[config.mk]
export PLATFORM = sky130hd
export DESIGN_NAME = seq_scan_ctrl
export DESIGN_NICKNAME = d
export VERILOG_FILES = /design/src/rtl/seq_scan_pkg.sv /design/src/rtl/seq_det_core.sv /design/src/rtl/seq_scan_ctrl.sv
export SDC_FILE = /design/constraint.sdc
export NUM_CORES = 1
export LEC_CHECK = 0
export CAP_MARGIN = 20
export CORE_ASPECT_RATIO = 0.8
export CORE_MARGIN = 1.5
export CORE_UTILIZATION = 50
export CTS_CLUSTER_SIZE = 16
export DETAILED_ROUTE_END_ITERATION = 10
export PLACE_DENSITY = 0.75
export REMOVE_ABC_BUFFERS = 1
export SLEW_MARGIN = 10
export SYNTH_ARGS = -nofsm -noshare
export SYNTH_HDL_FRONTEND = slang
export SYNTH_SLANG_ARGS = --single-unit
[constraint.sdc]
create_clock -name clk -period 3.8 [get_ports clk]
set_clock_uncertainty 0.2 [all_clocks]
set_input_delay 1.14 -clock clk [delete_from_list [all_inputs] [get_ports clk]]
set_output_delay 1.14 -clock clk [all_outputs]
set_load 0.1 [all_outputs]
[src/rtl/seq_scan_pkg.sv]
// Shared FSM state encoding and constants for the serial pattern scanner.
package seq_scan_pkg;

  typedef enum logic [1:0] {
    IDLE   = 2'd0,
    SHIFT  = 2'd1,
    REPORT = 2'd2
  } state_t;

  localparam logic [3:0]  DEFAULT_PATTERN = 4'b1101;
  localparam logic [15:0] FIRST_NONE      = 16'hFFFF;
  localparam logic [15:0] IDX_MAX         = 16'hFFFE;

endpackage

[src/rtl/seq_det_core.sv]
// 4-bit history window and pattern compare for the serial scanner.
// SEQ_SCAN_OVERLAP_EN keeps history after a match; otherwise it restarts.
module seq_det_core
  import seq_scan_pkg::*;
#(
  parameter logic [3:0] PATTERN = DEFAULT_PATTERN
) (
  input  logic clk,
  input  logic reset,
  input  logic bit_in,
  input  logic bit_en,
  input  logic clr,
  output logic match
);

  logic [2:0] hist;
  logic [1:0] nvalid;

  // nvalid==3 means three older bits are valid, so the window with bit_in is full.
  assign match = bit_en && (nvalid == 2'd3) && ({hist, bit_in} == PATTERN);

  always_ff @(posedge clk) begin
    if (reset || clr) begin
      hist   <= '0;
      nvalid <= '0;
    end else if (bit_en) begin
`ifdef SEQ_SCAN_OVERLAP_EN
      hist <= {hist[1:0], bit_in};
      if (nvalid != 2'd3) nvalid <= nvalid + 2'd1;
`else
      if (match) begin
        hist   <= '0;
        nvalid <= '0;
      end else begin
        hist <= {hist[1:0], bit_in};
        if (nvalid != 2'd3) nvalid <= nvalid + 2'd1;
      end
`endif
    end
  end

endmodule

[src/rtl/seq_scan_ctrl.sv]
// Word-in, frame-result-out serial pattern scanner with match count and first index.
// Build option SEQ_SCAN_OVERLAP_EN selects overlapping detection in seq_det_core.
module seq_scan_ctrl
  import seq_scan_pkg::*;
#(
  parameter logic [3:0] PATTERN = DEFAULT_PATTERN,
  parameter int         WORD_W  = 8,
  parameter int         CNT_W   = 8
) (
  input  logic              clk,
  input  logic              reset,
  input  logic              in_valid,
  output logic              in_ready,
  input  logic [WORD_W-1:0] in_data,
  input  logic              in_last,
  output logic              out_valid,
  input  logic              out_ready,
  output logic [CNT_W-1:0]  out_count,
  output logic [15:0]       out_first,
  output logic              match_pulse
);

  localparam int             BC_W    = $clog2(WORD_W);
  localparam logic [BC_W-1:0] BC_LOAD = BC_W'(WORD_W - 1);

  state_t            state, state_nx;
  logic [WORD_W-1:0] word;
  logic              last;
  logic [BC_W-1:0]   bits_left;
  logic [15:0]       idx;
  logic              shift_en, load, take, match;

  always_ff @(posedge clk) begin
    if (reset) state <= IDLE;
    else       state <= state_nx;
  end

  always_comb begin
    state_nx  = state;
    in_ready  = 1'b0;
    out_valid = 1'b0;
    shift_en  = 1'b0;
    load      = 1'b0;
    take      = 1'b0;
    case (state)
      IDLE: begin
        in_ready = 1'b1;
        if (in_valid) begin
          load     = 1'b1;
          state_nx = SHIFT;
        end
      end
      SHIFT: begin
        shift_en = 1'b1;
        if (bits_left == '0) state_nx = last ? REPORT : IDLE;
      end
      REPORT: begin
        out_valid = 1'b1;
        if (out_ready) begin
          take     = 1'b1;
          state_nx = IDLE;
        end
      end
      default: state_nx = IDLE;
    endcase
  end

  seq_det_core #(.PATTERN(PATTERN)) u_det (
    .clk    (clk),
    .reset  (reset),
    .bit_in (word[WORD_W-1]),
    .bit_en (shift_en),
    .clr    (take),
    .match  (match)
  );

  // idx is the frame position of the bit currently at word[MSB].
  always_ff @(posedge clk) begin
    if (reset) begin
      word        <= '0;
      last        <= 1'b0;
      bits_left   <= '0;
      idx         <= '0;
      out_count   <= '0;
      out_first   <= FIRST_NONE;
      match_pulse <= 1'b0;
    end else begin
      match_pulse <= match;
      if (load) begin
        word      <= in_data;
        last      <= in_last;
        bits_left <= BC_LOAD;
      end
      if (shift_en) begin
        word      <= {word[WORD_W-2:0], 1'b0};
        bits_left <= bits_left - BC_W'(1);
        if (idx != IDX_MAX) idx <= idx + 16'd1;
      end
      if (match) begin
        if (out_count != '1)         out_count <= out_count + CNT_W'(1);
        if (out_first == FIRST_NONE) out_first <= idx;
      end
      if (take) begin
        out_count <= '0;
        out_first <= FIRST_NONE;
        idx       <= '0;
      end
    end
  end

endmodule

Yosys cells after proc, flatten, opt, wreduce, memory -nomap -nowiden
Cells that the tools add are included.
- input bits: 13
- RAM bits: 0
- memories: 0
- bits in read-only memories: 0
- word-level logic and storage cells: 59
- flip-flop bits (word level): 60
- output and inout port bits: 27
- bits in latches: 0
- multiply operators: 0
- reductions and logical operators: 14
- $add $sub $neg: 4
- bitwise logic cells: 0
- equality and inequality tests: 11
- divide/modulo/power cells: 0
- order comparisons: 0
- shift-type cells: 0
- muxes and demuxes: 19
- operator list (cell ; number):
    16-bit by 1-bit adder with 16-bit output (second input constant) ; 1
    16-bit equality test (second input constant) ; 1
    8-bit 2-to-1 mux ; 2
    16-bit != test (second input constant) ; 1
    2-bit 2-to-1 mux ; 6
    3-bit 2-to-1 mux ; 3
    8-bit by 1-bit adder with 8-bit output (second input constant) ; 1
    2-bit != test (second input constant) ; 4
    8-bit != test (second input constant) ; 1
    2-bit AND reduction ; 4
    1-bit 2-to-1 mux ; 7
    2-bit case mux with 3 select lines ; 1
    2-bit equality test (second input constant) ; 2
    4-bit equality test (second input constant) ; 1
    2-bit nonzero test ; 2
    2-bit OR reduction ; 2
    3-bit zero test ; 1
    3-bit AND reduction ; 1
    3-bit by 1-bit subtractor with 3-bit output (second input constant) ; 1
    2-bit by 1-bit adder with 2-bit output (second input constant) ; 1
    2-bit by 1-bit equality test with 1-bit output (second input constant) ; 1
    1-bit logical AND ; 2
    2-bit zero test ; 1
    1-bit logical OR ; 1

Longest topological paths before layout
Gate-level depths: netlist of run 1.
- depth after elaboration: 6
- gate-level depth with buffers: 7
- gate-level depth less buffers: 6

Hierarchy
A second synthesis of run 1 with hierarchy kept.
- cell total of the unflattened synthesis: 306
- area total of the unflattened synthesis: 2798.9 um^2
- modules (own cells, without submodules) (module ; seq. area each (um^2) ; instances ; cells an instance ; area each (um^2)):
    seq_scan_ctrl ; 1101.1 ; 1 ; 278 ; 2528.7
    seq_det_core ; 100.1 ; 1 ; 28 ; 270.3

Worst setup path after synthesis of run 1
Ideal clock, no wire load.
- kind: register to output
- from: reg state[1]
- to: out out_valid
- buffers on the path: 0
- arrival: 1.809 ns
- required time: 2.460 ns
- path slack: 0.651 ns
- cell stages (with the launch flop): 2
- cells stage by stage: dfxtp_1 nor2b_1
- word-level cells in the longest chain between the ends: 2
- RTL lines (item ; RTL line ; RTL):
    start, declared ; seq_scan_ctrl.sv:26 ; state_t state, state_nx;
    start signal, assigned ; seq_scan_ctrl.sv:35 ; else state <= state_nx;
    2-bit equality test ; seq_scan_ctrl.sv:45 ; case (state)
    1-bit 2-to-1 mux ; seq_scan_ctrl.sv:45 ;
    end, declared ; seq_scan_ctrl.sv:16 ; output logic out_valid,
Every way passes these cells.

Worst setup path in the final report of run 1
- from: in out_ready
- to: reg idx[4]
- word-level cells in the longest chain between the ends: 3
- RTL lines (item ; RTL line ; RTL):
    start, declared ; seq_scan_ctrl.sv:17 ; input logic out_ready,
    1-bit 2-to-1 mux ; seq_scan_ctrl.sv:59 ; if (out_ready) begin
    1-bit 2-to-1 mux ; seq_scan_ctrl.sv:45 ;
    2-bit OR reduction (no source line) ; -- ;
    end signal, assigned ; seq_scan_ctrl.sv:97 ; if (idx != IDX_MAX) idx <= idx + 16'd1;
    end, declared ; seq_scan_ctrl.sv:30 ; logic [15:0] idx;
Every way passes these cells.
A chain may end at the register's enable or synchronous reset.

==> summary.md, run 1 <==
| Metric | Value |
|---|---|
| First-pass DRT Iterations | `5` |
| IR drop worst, VDD | `0.2751 mV` |
| Overall die width | `83.93 microns` |
| Final number of max-transition violations | `0` |
| Antenna Diode Count | `0` |
| Post-synthesis register bit count | `60` |
| Upper clock frequency limit | `0.3608 GHz` |
| Count of instances resized after the clock tree is built | `0` |
| Maximum clock insertion buffer count | `2` |
| Number of antenna violations at the first check in global routing | `0` |
| Final period utilization | `0.7294` |
| GR Util met2 | `0.3014` |
| Filler Cells Inserted | `461` |
| GRT overflow | `0` |
| Worst-path cell with the longest stage delay | `sky130_fd_sc_hd__or4_1` |
| Initial core utilization | `0.5202` |
| Power Density | `406.2 nW/um^2` |
| Fraction of layout instances using a drive strength above 1 | `0.1554` |
| Routed length per instance | `14.34 microns` |
| Outcome | `finished, final reports clean` |
| Worst setup slack for register-to-register paths | `1.45 ns` |
| Clock insertion delay at the later pin of the skew report | `0.33 ns` |
| Setup ws final | `1.028 ns` |
| Die height | `67.75 microns` |
| Delay of the slowest critical-path stage | `0.58 ns` |
| Summed negative setup slack over all endpoints | `0 ns` |
| WP depth | `5` |
| Maximum number of pins on one net before global-route repair | `22` |
| Number of buffers added on ports | `39` |
| Standard cell core area | `5036 sq um` |
| Dominant delay contributor by cell family on the critical path | `simple AND/OR/NAND/NOR gates` |
| Worst slack at placement | `0.7201 ns` |
| GRT met1 Usage | `0.2952` |
| Count of vias placed by the detailed router | `2330` |
| CTS tree | `built` |
| Yosys synthesis warning count | `0` |
| Gr usage total | `0.2090` |
| RePlAce Congestion | `0.7785` |
| Count of buffering cells on the critical path with inverters included | `1` |
| Initial DRC count | `179` |
| Half-perimeter wire length after detailed placement | `3.993 mm` |
| First-pass GRT wire length | `9.239 mm` |
| Asr flop ratio synth | `0` |
| Root buf cell | `sky130_fd_sc_hd__clkbuf_8` |
| Sequence of cells on the critical path | `clkdlybuf4s50_1 -> and3b_1 -> or2_0 -> or4_1 -> nand2_1` |
| Final count of negative-setup-slack endpoints | `0` |
| Hold Path Class | `flop to flop` |
| Combined area of all synthesized cells | `2620 sq um` |
| Clock input transition at the sequential cells of the worst setup and hold paths | `0.06 ns` |
| Number of levels the H-tree was split into | `3` |
| Critical path class | `primary input to flop` |
| Post-CTS Hold Fix Bufs | `0` |
| Area growth syn-to-layout | `20.87%` |
| Most common cell after layout, fill and taps aside | `sky130_fd_sc_hd__dfxtp_1` |
| Number of global-route vias before repair | `1937` |
| Mean instance size in the synthesized netlist | `8.792 sq um` |
| Post-route minimum period | `2.772 ns` |
| Part of the Yosys area used for sequential elements | `0.4585` |
| Commonest cells after routing, fill and taps aside | `60 x sky130_fd_sc_hd__dfxtp_1, 38 x sky130_fd_sc_hd__nand2_1, 33 x sky130_fd_sc_hd__buf_4, 24 x sky130_fd_sc_hd__a21oi_1, 20 x sky130_fd_sc_hd__o31ai_1` |
| Fraction of met3 tracks used by global routing | `0.06846` |
| Max-cap viol count | `0` |
| Library cells used by synthesis | `47` |
| Antenna Violating Nets Remaining | `0` |
| Worst path required time | `3.88 ns` |
| Busiest layer in global routing | `met2` |
| Hold Crit Depth | `2` |
| Worst rel slew slack | `0.4966` |
| Setup repair after global routing missed its margin | `false` |
| Number of cells produced by synthesis | `298` |
| Tightest Pin Transition | `0.7533 ns` |
| Number of clock buffers inserted by TritonCTS | `9` |
| Worst setup SP type | `primary input` |
| Site row count | `23` |
| Crit Reg-Reg Startpoint | `u_det.nvalid[0]$_SDFFE_PP0P_` |
| Worst Reg-to-Reg Cells | `5` |
| # clock sinks | `60` |
| Number of flops mapped to enable cells by yosys | `0` |
| Post-CTS setup buffers | `0` |
| Destination of the worst register-to-register timing path | `out_count[6]$_SDFFE_PP0P_` |
| Largest fanout on the critical path | `11` |
| NumNets Final | `355` |
| Critical path capture point type | `flop` |
| Hold Path Sink | `u_det.hist[1]$_SDFFE_PP0N_` |
| Main synth FF type | `sky130_fd_sc_hd__dfxtp_1` |
| Lkg Pwr | `0.001202 uW` |
| Hold wc startpoint | `u_det.hist[1]$_SDFFE_PP0N_` |
| I/O pin count | `40` |
| Per-cell via count in the routed design | `5.782` |
| WP data arrival | `2.85 ns` |
| Total wire length | `5.778 mm` |
| Die area | `5686 sq um` |
| Final count of hold timing violations | `0` |
| Number of design rule violations left after detail routing | `0` |
==> per-stage QoR <==
step | instances | util | total power [uW] | area (sq um) | hold WS (ns)
2_1_floorplan | 280 | - | 730.9 | 2532 | 0.2280
3_3_place_gp | 387 | 0.5913 | 767.3 | 2978 | 0.2342
3_5_place_dp | 387 | 0.5913 | 770.0 | 2978 | 0.2520
4_1_cts | 403 | 0.6288 | 1300 | 3167 | 0.2621
5_1_grt | 403 | 0.6288 | 1338 | 3167 | 0.2791
6_report | 403 | 0.6288 | 1286 | 3167 | 0.2606
==> flip-flops by register name, indices dropped and copies added (netlist names) <==
register	count
last	1
match_pulse	1
out_count	8
word	8
bits_left	3
out_first	16
idx	16
state	2
u_det.nvalid	2
u_det.hist	3
==> Yosys cell counts (all sizes together) (3+ instances only) <==
library cell / instances / area (sq um)
dfxtp: 60 / 1201
nand2: 38 / 142.6
a21oi: 24 / 120.1
o31ai: 20 / 150.1
nor2: 15 / 56.30
clkbuf: 14 / 62.56
nand4: 12 / 81.33
o21ai: 12 / 60.06
or3: 12 / 76.33
nand3: 9 / 45.04
a22oi: 7 / 52.55
inv: 7 / 26.28
nor3: 7 / 35.03
or4: 7 / 56.30
ha: 6 / 75.07
a211oi: 4 / 30.03
buf: 4 / 25.02
mux2i: 4 / 40.04
a31oi: 3 / 18.77
and4: 3 / 28.78
and4b: 3 / 30.03
o211ai: 3 / 22.52
==> worst max path at each step <==
| stage | startpoint | to | slack (ns) |
|---|---|---|---|
| 2_1_floorplan | state[1]$_SDFFE_PP0P_ | out_valid | 0.65 |
| 3_3_place_gp | out_ready | idx[4]$_SDFFE_PP0P_ | 0.73 |
| 3_5_place_dp | out_ready | idx[4]$_SDFFE_PP0P_ | 0.72 |
| 4_1_cts | state[1]$_SDFFE_PP0P_ | out_valid | 1.07 |
| 5_1_grt | out_ready | idx[4]$_SDFFE_PP0P_ | 0.97 |
| 6_report | out_ready | idx[4]$_SDFFE_PP0P_ | 1.03 |
==> per-layer routing <==
layer | vias up | routed length, microns | share of wire
met1 | 1082 | 2965 | 0.51
met5 | - | 0 | 0
met2 | 54 | 2491 | 0.43
met4 | 0 | 47 | 0.0081
met3 | 6 | 273 | 0.047
li1 | 1188 | - | -
==> final cells by class <==
cell class / count / area [sq um] / area share
clock buffers: 13 / 168.9 / 0.05334
clock inverters: 3 / 20.02 / 0.006322
inverters: 7 / 26.28 / 0.008297
multi-input cells: 213 / 1305 / 0.4121
flip-flops and latches: 60 / 1201 / 0.3793
well taps: 62 / 77.57 / 0.02450
repair buffers: 45 / 367.9 / 0.1162
==> power by group <==
| group | total [uW] | internal (uW) | switching [uW] |
|---|---|---|---|
| Sequential | 660 | 646 | 14.0 |
| Clock | 531 | 289 | 242 |
| Combinational | 95.9 | 41.1 | 54.8 |
| Total | 1290 | 976 | 310 |
==> cells by family (layout without fill, tap and decap cells) <==
family | count (synthesis) | in the layout | synth area share
AND/OR/NAND/NOR | 121 | 121 | 0.2507
AO/OA/AOI/OAI | 79 | 79 | 0.1934
flip-flops | 60 | 60 | 0.4585
buffers and inverters | 25 | 68 | 0.04346
adder cells (fa/ha/maj) | 6 | 6 | 0.02865
multiplexers | 4 | 4 | 0.01528
XOR/XNOR | 3 | 3 | 0.01003
==> worst reg2reg max path, cell delays in order (launching register included) <==
cell and delay (ns):
sky130_fd_sc_hd__dfxtp_1 0.35, sky130_fd_sc_hd__ha_1 0.18, sky130_fd_sc_hd__and4b_1 0.28, sky130_fd_sc_hd__nand2_1 0.46, sky130_fd_sc_hd__or4_1 0.66, sky130_fd_sc_hd__a21oi_1 0.15
Note: power is estimated with default switching activity, not from simulation.
==> inputs of run 2 (changes only) <==
CORE_UTILIZATION = 48   (was 50)
clock period = 2.3 ns   (was 3.8 ns; I/O delays follow)
==> summary.md, run 2 (synthesis results as in run 1) <==
| Metric | Value |
|---|---|
| Final period utilization | `0.9651` |
| Outcome | `finished with violations` |
| Fraction of layout instances using a drive strength above 1 | `0.1800 (+0.02457)` |
| Standard cell core area | `5122 sq um (+1.7%)` |
| RePlAce Congestion | `0.8907 (+14%)` |
| Non-filler cells in the finished layout | `412 (+2.2%)` |
| WP depth | `2 (-3)` |
| Setup repair after global routing missed its margin | `false` |
| Post-CTS Hold Fix Bufs | `0 (unchanged)` |
| Antenna Diode Count | `0 (unchanged)` |
| CTS tree | `built` |
| Per-cell via count in the routed design | `5.869 (+1.5%)` |
| Area growth syn-to-layout | `37.44%` |
| Sequential cell area in the final layout | `1201 sq um (unchanged)` |
| Largest fanout on the critical path | `10 (-1)` |
| Post-route minimum period | `2.220 ns` |
| # clock sinks | `60 (unchanged)` |
| Critical path capture point type | `primary output` |
| Root buf cell | `sky130_fd_sc_hd__clkbuf_8` |
| Overall die width | `85.60 microns (+2.0%)` |
| Final count of hold timing violations | `0 (unchanged)` |
| Number of global-route vias before repair | `2173 (+12%)` |
| Delay of the slowest critical-path stage | `0.51 ns (-0.07 ns)` |
| Worst path required time | `1.41 ns (-2.47 ns)` |
| Sequence of cells on the critical path | `nor2b_2 -> buf_12` |
| Max-cap viol count | `0 (unchanged)` |
| Lkg Pwr | `0.001397 uW (+16%)` |
| Number of levels the H-tree was split into | `3 (unchanged)` |
| IR drop worst, VDD | `0.3722 mV (+35%)` |
| Number of buffers added on ports | `39 (unchanged)` |
| Die area | `5913 sq um (+4.0%)` |
| Power Density | `618.8 nW/um^2 (+52%)` |
| Filler Cells Inserted | `408 (-11%)` |
| Site row count | `23 (unchanged)` |
| Gr usage total | `0.2097 (+0.0006301)` |
| Routed length per instance | `14.40 microns (+0.41%)` |
| Number of antenna violations at the first check in global routing | `0 (unchanged)` |
| Worst-path cell with the longest stage delay | `sky130_fd_sc_hd__dfxtp_1` |
| Commonest cells after routing, fill and taps aside | `60 x sky130_fd_sc_hd__dfxtp_1, 38 x sky130_fd_sc_hd__nand2_1, 28 x sky130_fd_sc_hd__buf_12, 24 x sky130_fd_sc_hd__a21oi_1, 20 x sky130_fd_sc_hd__o31ai_1` |
| Clock input transition at the sequential cells of the worst setup and hold paths | `0.07 ns (about the same)` |
| Final count of negative-setup-slack endpoints | `0 (unchanged)` |
| Total wire length | `5.931 mm (+2.6%)` |
| Number of cells in the design after placement | `396 (+2.3%)` |
| Half-perimeter wire length after detailed placement | `4.193 mm (+5.0%)` |
| Summed negative setup slack over all endpoints | `0 ns (unchanged)` |
| Initial core utilization | `0.5115 (-0.008768)` |
| First-pass GRT wire length | `9.839 mm (+6.5%)` |
| Number of design rule violations left after detail routing | `2 (+2)` |
| Clock insertion delay at the later pin of the skew report | `0.34 ns (about the same)` |
| Hold Crit Depth | `2 (unchanged)` |
| I/O pin count | `40 (unchanged)` |
| First-pass DRT Iterations | `7 (+2)` |
| Upper clock frequency limit | `0.4505 GHz` |
| Worst rel slew slack | `0.6392 (+0.1426)` |
| Combined area of the multi-input logic cells | `1308 sq um (+0.19%)` |
| Antenna Violating Nets Remaining | `0 (unchanged)` |
| Maximum number of pins on one net before global-route repair | `20 (-9.1%)` |
| Most common cell after layout, fill and taps aside | `sky130_fd_sc_hd__dfxtp_1` |
| Maximum clock insertion buffer count | `2 (unchanged)` |
| Hold Path Class | `flop to flop` |
| Critical path class | `flop to primary output` |
| Tightest Pin Transition | `0.5413 ns (-0.2120 ns)` |
| Worst setup SP type | `flop` |
| Initial DRC count | `166 (-7.3%)` |
| Count of buffering cells on the critical path with inverters included | `1 (unchanged)` |
| Worst Reg-to-Reg Cells | `5 (unchanged)` |
| Largest registers | `idx (16), out_first (16)` |
| Die height | `69.08 microns (+2.0%)` |
| WP data arrival | `1.33 ns (-1.52 ns)` |
| Number of clock buffers inserted by TritonCTS | `9 (unchanged)` |
| Failing checks | `design-rule violations` |
| Dominant delay contributor by cell family on the critical path | `flip-flops` |
| Final number of max-transition violations | `0 (unchanged)` |
| GRT overflow | `0 (unchanged)` |
| NumNets Final | `364 (+2.5%)` |
| Count of vias placed by the detailed router | `2418 (+3.8%)` |
run 2: cell count changes in the layout (fill, tap and decap cells not counted), sizes merged:
cell and delta:
clkinv +1, bufinv +1, buf +9, clkbuf -1, clkinvlp -1
run 2: power breakdown:
part	leakage, uW	switching (uW)	internal [uW]
Clock	0.000102	405	556
Sequential	0.000487	22.7	1070
Combinational	0.000808	95.8	81.8
Total	0.00140	523	1700
run 2: layer usage:
metal,track usage,part of all wire
met5,0,0
met2,0.3036,0.44
met4,0.07706,0.0069
met3,0.06707,0.078
met1,0.2913,0.47
run 2: path summary, 6_finish.rpt:
kind                            slack [ns]                    endpoint                       start
worst max-delay path                  0.08                   out_valid       state[1]$_SDFFE_PP0P_
worst min-delay path                  0.25  u_det.hist[1]$_SDFFE_PP0N_  u_det.hist[1]$_SDFFE_PP0N_
worst max register to register        0.19        idx[12]$_SDFFE_PP0P_         idx[1]$_SDFFE_PP0P_
worst min register to register        0.25  u_det.hist[1]$_SDFFE_PP0N_  u_det.hist[1]$_SDFFE_PP0N_
run 2: cell type report:
cell class | count | share of cell area
Clock buffer | 12 | 0.04309
Clock inverter | 4 | 0.01320
Inverter | 7 | 0.007297
Multi-Input combinational cell | 213 | 0.3631
Sequential cell | 60 | 0.3336
Tap cell | 62 | 0.02154
Timing Repair Buffer | 54 | 0.2182
run 2: stage by stage:
step	setup slack, ns	util	hold slack (ns)	area [sq um]	power, uW
after detailed placement	-0.1089	0.6629	0.2440	3396	1290
after floorplan	-0.3994	-	0.2280	2532	1208
after CTS	0.02038	0.7025	0.2533	3598	2245
after global routing	0.03057	0.7030	0.2662	3601	2314
after global placement	-0.06517	0.6629	0.2366	3396	1282
final	0.08033	0.7030	0.2523	3601	2228
run 2: timing repair:
action / in CTS / in global routing
endpoints found under the setup margin: 0 / 1
setup buffers: 0 / 0
resized for setup: 0 / 1
run 2: worst reg2reg max path, cell delays in order (launching register included):
cell	delay, ns
sky130_fd_sc_hd__dfxtp_1	0.45
sky130_fd_sc_hd__ha_1	0.23
sky130_fd_sc_hd__nand3b_1	0.11
sky130_fd_sc_hd__or4_4	0.49
sky130_fd_sc_hd__or4_1	0.43
sky130_fd_sc_hd__a21oi_1	0.15
